<file path="src/rtl/sat_counter.sv">
// Saturating event counter: counts inc pulses and holds at all-ones.
// Latency: q reflects an inc one clock after it is sampled.
// Backpressure: none; inc is ignored while saturated, clr wins over inc.
module sat_counter #(
    parameter int WRAP_W = 8
) (
    input  logic              clk,
    input  logic              rst,
    input  logic              clr,
    input  logic              inc,
    output logic [WRAP_W-1:0] q
);

    logic [WRAP_W-1:0] cnt_q;
    logic [WRAP_W-1:0] cnt_d;

    // Next count: clear first, otherwise step unless already at all-ones.
    always_comb begin
        cnt_d = cnt_q;
        if (clr) begin
            cnt_d = '0;
        end else if (inc && (cnt_q != '1)) begin
            cnt_d = cnt_q + WRAP_W'(1);
        end
    end

    // Count register with synchronous active-low reset.
    always_ff @(posedge clk) begin
        if (!rst) begin
            cnt_q <= '0;
        end else begin
            cnt_q <= cnt_d;
        end
    end

    assign q = cnt_q;

endmodule

</file>
<file path="config.mk">
export PLATFORM = sky130hd
export DESIGN_NAME = sat_counter
export DESIGN_NICKNAME = d
export VERILOG_FILES = /design/src/rtl/sat_counter.sv
export SDC_FILE = /design/constraint.sdc
export NUM_CORES = 1
export LEC_CHECK = 0
export CORE_AREA = 2 2 39 41
export DETAILED_ROUTE_END_ITERATION = 8
export DIE_AREA = 0 0 41 43
export GPL_ROUTABILITY_DRIVEN = 0
export HOLD_SLACK_MARGIN = 0.03
export PLACE_DENSITY = 0.66
export SLEW_MARGIN = 20
export SYNTH_ARGS = -nofsm -noshare
export SYNTH_HDL_FRONTEND = slang
export SYNTH_SLANG_ARGS = --single-unit
</file>
<file path="constraint.sdc">
create_clock -name clk -period 1.15 [get_ports clk]
set_input_delay 0.2875 -clock clk [delete_from_list [all_inputs] [get_ports clk]]
set_output_delay 0.2875 -clock clk [all_outputs]
set_load 0.1 [all_outputs]
</file>
## Word level (Yosys, flattened, before mapping)

Cells that the tools add are included.

- Reductions and logical operators: 2
- Equality and inequality tests: 1
- Bitwise operators: 1
- Add/subtract/negate cells: 1

Operator list:

| kind | count |
|---|---|
| adder 8 x 1 -> 8 bit (second input constant) | 1 |
| inequality test 8 bit (second input constant) | 1 |
| OR reduction 2 bit | 1 |
| logical AND 1 bit | 1 |
| inverter 1 bit | 1 |

- Output and inout bits: 8
- Bits in registers: 8
- Input port bits: 4

## Logic depth before layout (Yosys ltp)

- Word-level depth: 2
- Depth in mapped cells: 4
- Depth with buffers taken out: 4

## Least setup slack after synthesis

OpenSTA, ideal clock, no wires.

- Path type: register to register
- Start: register cnt_q[1], in the netlist q[1]
- End: register cnt_q[7], in the netlist q[7]
- Buffers on the path: 0
- Arrival: 1.847 ns
- Cell stages (with the launch flop): 5
- Slack: -0.788 ns
- Required time: 1.059 ns
- Period minus slack after synthesis: 1.938 ns
- Library setup time: 0.091 ns
- Path through: dfxtp_1 -> ha_1 -> and4_4 -> nor2b_2 -> a311oi_1

- Longest elaborated chain between the ends: 2
- Elaborated cells between the ends (all ways): 3
- Those cells by class: add/sub (1); eq/ne (1); reduce/logical (1)

Ends and longest elaborated chain:

| element | RTL line | source |
|---|---|---|
| start: declaration | 14 | `logic [WRAP_W-1:0] cnt_q;` |
| start signal: assignment | 32 | `cnt_q <= cnt_d;` |
| branches (longest 2 deep; another with adder 8 x 1 -> 8 bit) | n/a |  |

Parallel ways; which one is timed is not known.
A chain may end at the register's enable or synchronous reset.

## Final worst setup path

- Start: register cnt_q[0], in the netlist q[0]
- End: output port q[0]

RTL lines:

| element | RTL line | source |
|---|---|---|
| end: declaration | 11 | `output logic [WRAP_W-1:0] q` |

No word-level cell between the ends.

==> results.json <==
{
  "syn_nets": 51,
  "post_dp_cell_area_um2": 728.2,
  "clkLatencyLatePin_ns": 0.26,
  "startpoint_type": "flip-flop",
  "h-tree-depth": 1,
  "setup_viol": 5,
  "finalHoldViolations": 0,
  "synth_top_family_by_area": "simple AND/OR/NAND/NOR gates",
  "synthMostInstantiatedCell": "dfxtp_1",
  "design_area_um2": 782.0,
  "max_freq_mhz": 849.2,
  "synth_top_cell_by_area": "dfxtp_1",
  "tightestPinTransition_ns": 0.1834,
  "crit_fanout": 5,
  "netlist_instances": 46,
  "drtIter0Drc": 14,
  "synth-simple-area-share_pct": 32.94,
  "finalWorstSetupSlack_ns": -0.02763,
  "num_io_pins": 12,
  "antenna_cells": 0,
  "stdcell_count": 85,
  "fp.dieH_um": 43,
  "cp.arrival_ns": 0.89,
  "grt_overflow": 0,
  "synth_top_area_share_pct": 37.98,
  "synth_edf_count": 0,
  "p_leak_nw": 0.3011,
  "via_per_inst": 5.424,
  "cts_tree": "built",
  "r2r_slack_ns": -0.01,
  "die_area_um2": 1763,
  "clock-sinks": 8,
  "dpl.hpwl_um": 831.4,
  "dr.pass1.iters": 4,
  "synth.area.top_cells": "dfxtp_1 (38%), and4_1 (8.3%), mux2i_1 (7.1%)",
  "max_slew_margin_pct": 87.71,
  "hold_class": "reg -> reg",
  "yosys_warnings": 0,
  "fillers": 125,
  "clk_pin_slew_ns": 0.06,
  "synth-compound-area-share_pct": 18.99,
  "drcViolationCount": 0,
  "grt_max_degree": 10,
  "synthXorXnorAreaFrac_pct": 0,
  "finalCriticalPeriod_ns": 1.178,
  "synth_ff_type": "dfxtp_1",
  "first_global_vias": 451,
  "fp.dieW_um": 41,
  "antenna_left": 0,
  "wire_per_inst_um": 13.47,
  "multiInputGateArea_um2": 281.5,
  "numCtsBuffers": 3,
  "crit_required_ns": 0.86,
  "start_util_pct": 30.47,
  "end_kind": "primary output",
  "power_uw": 553.3,
  "final_core_util_pct": 56.51,
  "routed_wl_mm": 1.145,
  "synth.avg_cell_area_um2": 9.166,
  "regArea_um2": 190.2,
  "port_buffers": 11,
  "maxCapViolCount": 0,
  "grt_pass1_wl_mm": 1.952,
  "slew_violations": 0,
  "area_growth_pct": 85.46,
  "dp.cells": 80,
  "ir_worst_vdd_uv": 452.1,
  "final_nets": 76,
  "syn_area_um2": 421.7,
  "synth_fa_ha_area_share_pct": 2.967,
  "antenna_found_initial": 0,
  "grt_use_total_pct": 16.85,
  "period_share_pct": 102.4,
  "root_buffer": "clkbuf_4",
  "synth.top_cells.by_count": "dfxtp_1 (8), a21oi_1 (5), nand2_1 (5)",
  "fp-row-count": 14,
  "synthArstFlopShare_pct": 0,
  "largest_reg_flops": 8,
  "cts_buffer_depth": 2,
  "synth_seq_area_share_pct": 37.98,
  "drive_gt1_share_pct": 50.72,
  "ys_seq_elements": 8,
  "tns_ns": -0.06300,
  "status": "finished with violations",
  "muxShareOfSynthArea_pct": 7.122,
  "powerDensity_nw_per_um2": 707.5,
  "grt_setup_unrepaired": "true",
  "num_vias": 461,
  "fin_skew_ns": 0.008294,
  "path_class": "reg -> out",
  "yosysUniqueCellTypes": 19,
  "coreArea_um2": 1384,
  "violations": "negative setup slack"
}
power breakdown:
| group | switching (mW) | leakage, nW | internal, mW |
|---|---|---|---|
| Clock | 0.0988 | 0.0138 | 0.120 |
| Sequential | 0.00282 | 0.0710 | 0.263 |
| Combinational | 0.0373 | 0.216 | 0.0320 |
| Total | 0.139 | 0.301 | 0.414 |
final timing paths:
kind         from    to  depth (start not counted)
max          q[0]  q[0]                          2
min          q[4]  q[4]                          1
max reg2reg  q[1]  q[6]                          4
min reg2reg  q[4]  q[4]                          1
area by class of cell:
| cell class | count | share of cell area [%] |
|---|---|---|
| multi-input combinational | 38 | 36.00 |
| timing repair buffer | 20 | 34.24 |
| sequential | 8 | 24.32 |
| clock buffer | 3 | 2.880 |
| tap | 16 | 2.560 |
layer usage:
| metal | routed length, µm | GRT usage, % | share of wire [%] |
|---|---|---|---|
| met1 | 473 | 18.95 | 41 |
| met2 | 584 | 27.19 | 51 |
| met3 | 75 | 3.665 | 6.6 |
| met4 | 12 | 10.00 | 1.0 |
| met5 | 0 | 0 | 0 |
kinds of logic after synthesis:
logic type	after synthesis
AOI/OAI and AO/OA	12
adders and majority gates	1
DFF	8
muxes	3
and+or+nand+nor	22
worst max-delay path, cell delays in order, from the launching register on:
cell,delay (ns)
dfxtp_4,0.36
buf_6,0.12
buf_12,0.17
layout by cell type (no fill, tap or decap), drive strengths merged, types with 2 or more instances in the layout:
cell / count
a31oi: 2
dfxtp: 8
mux2i: 3
nand2b: 3
nor3: 2
buf: 17
a21oi: 5
clkbuf: 3
nand2: 5
o21ai: 2
and4: 5
nor2b: 4
clkdlybuf4s50: 2
stage by stage:
step                hold WS, ns  setup slack (ns)
CTS                      0.5037          -0.05209
detailed placement       0.4953           -0.3895
global route             0.5085          -0.08572
floorplan                0.4602           -0.1433
finish                   0.4926          -0.02763
global placement         0.4949           -0.3452
timing repair:
action,CTS,global route
pin swaps,2,2
setup buffers,2,2
hold buffers,0,0
setup endpoints to repair,11,9
resized for setup,4,1
Note: power is estimated with default switching activity, not from simulation.
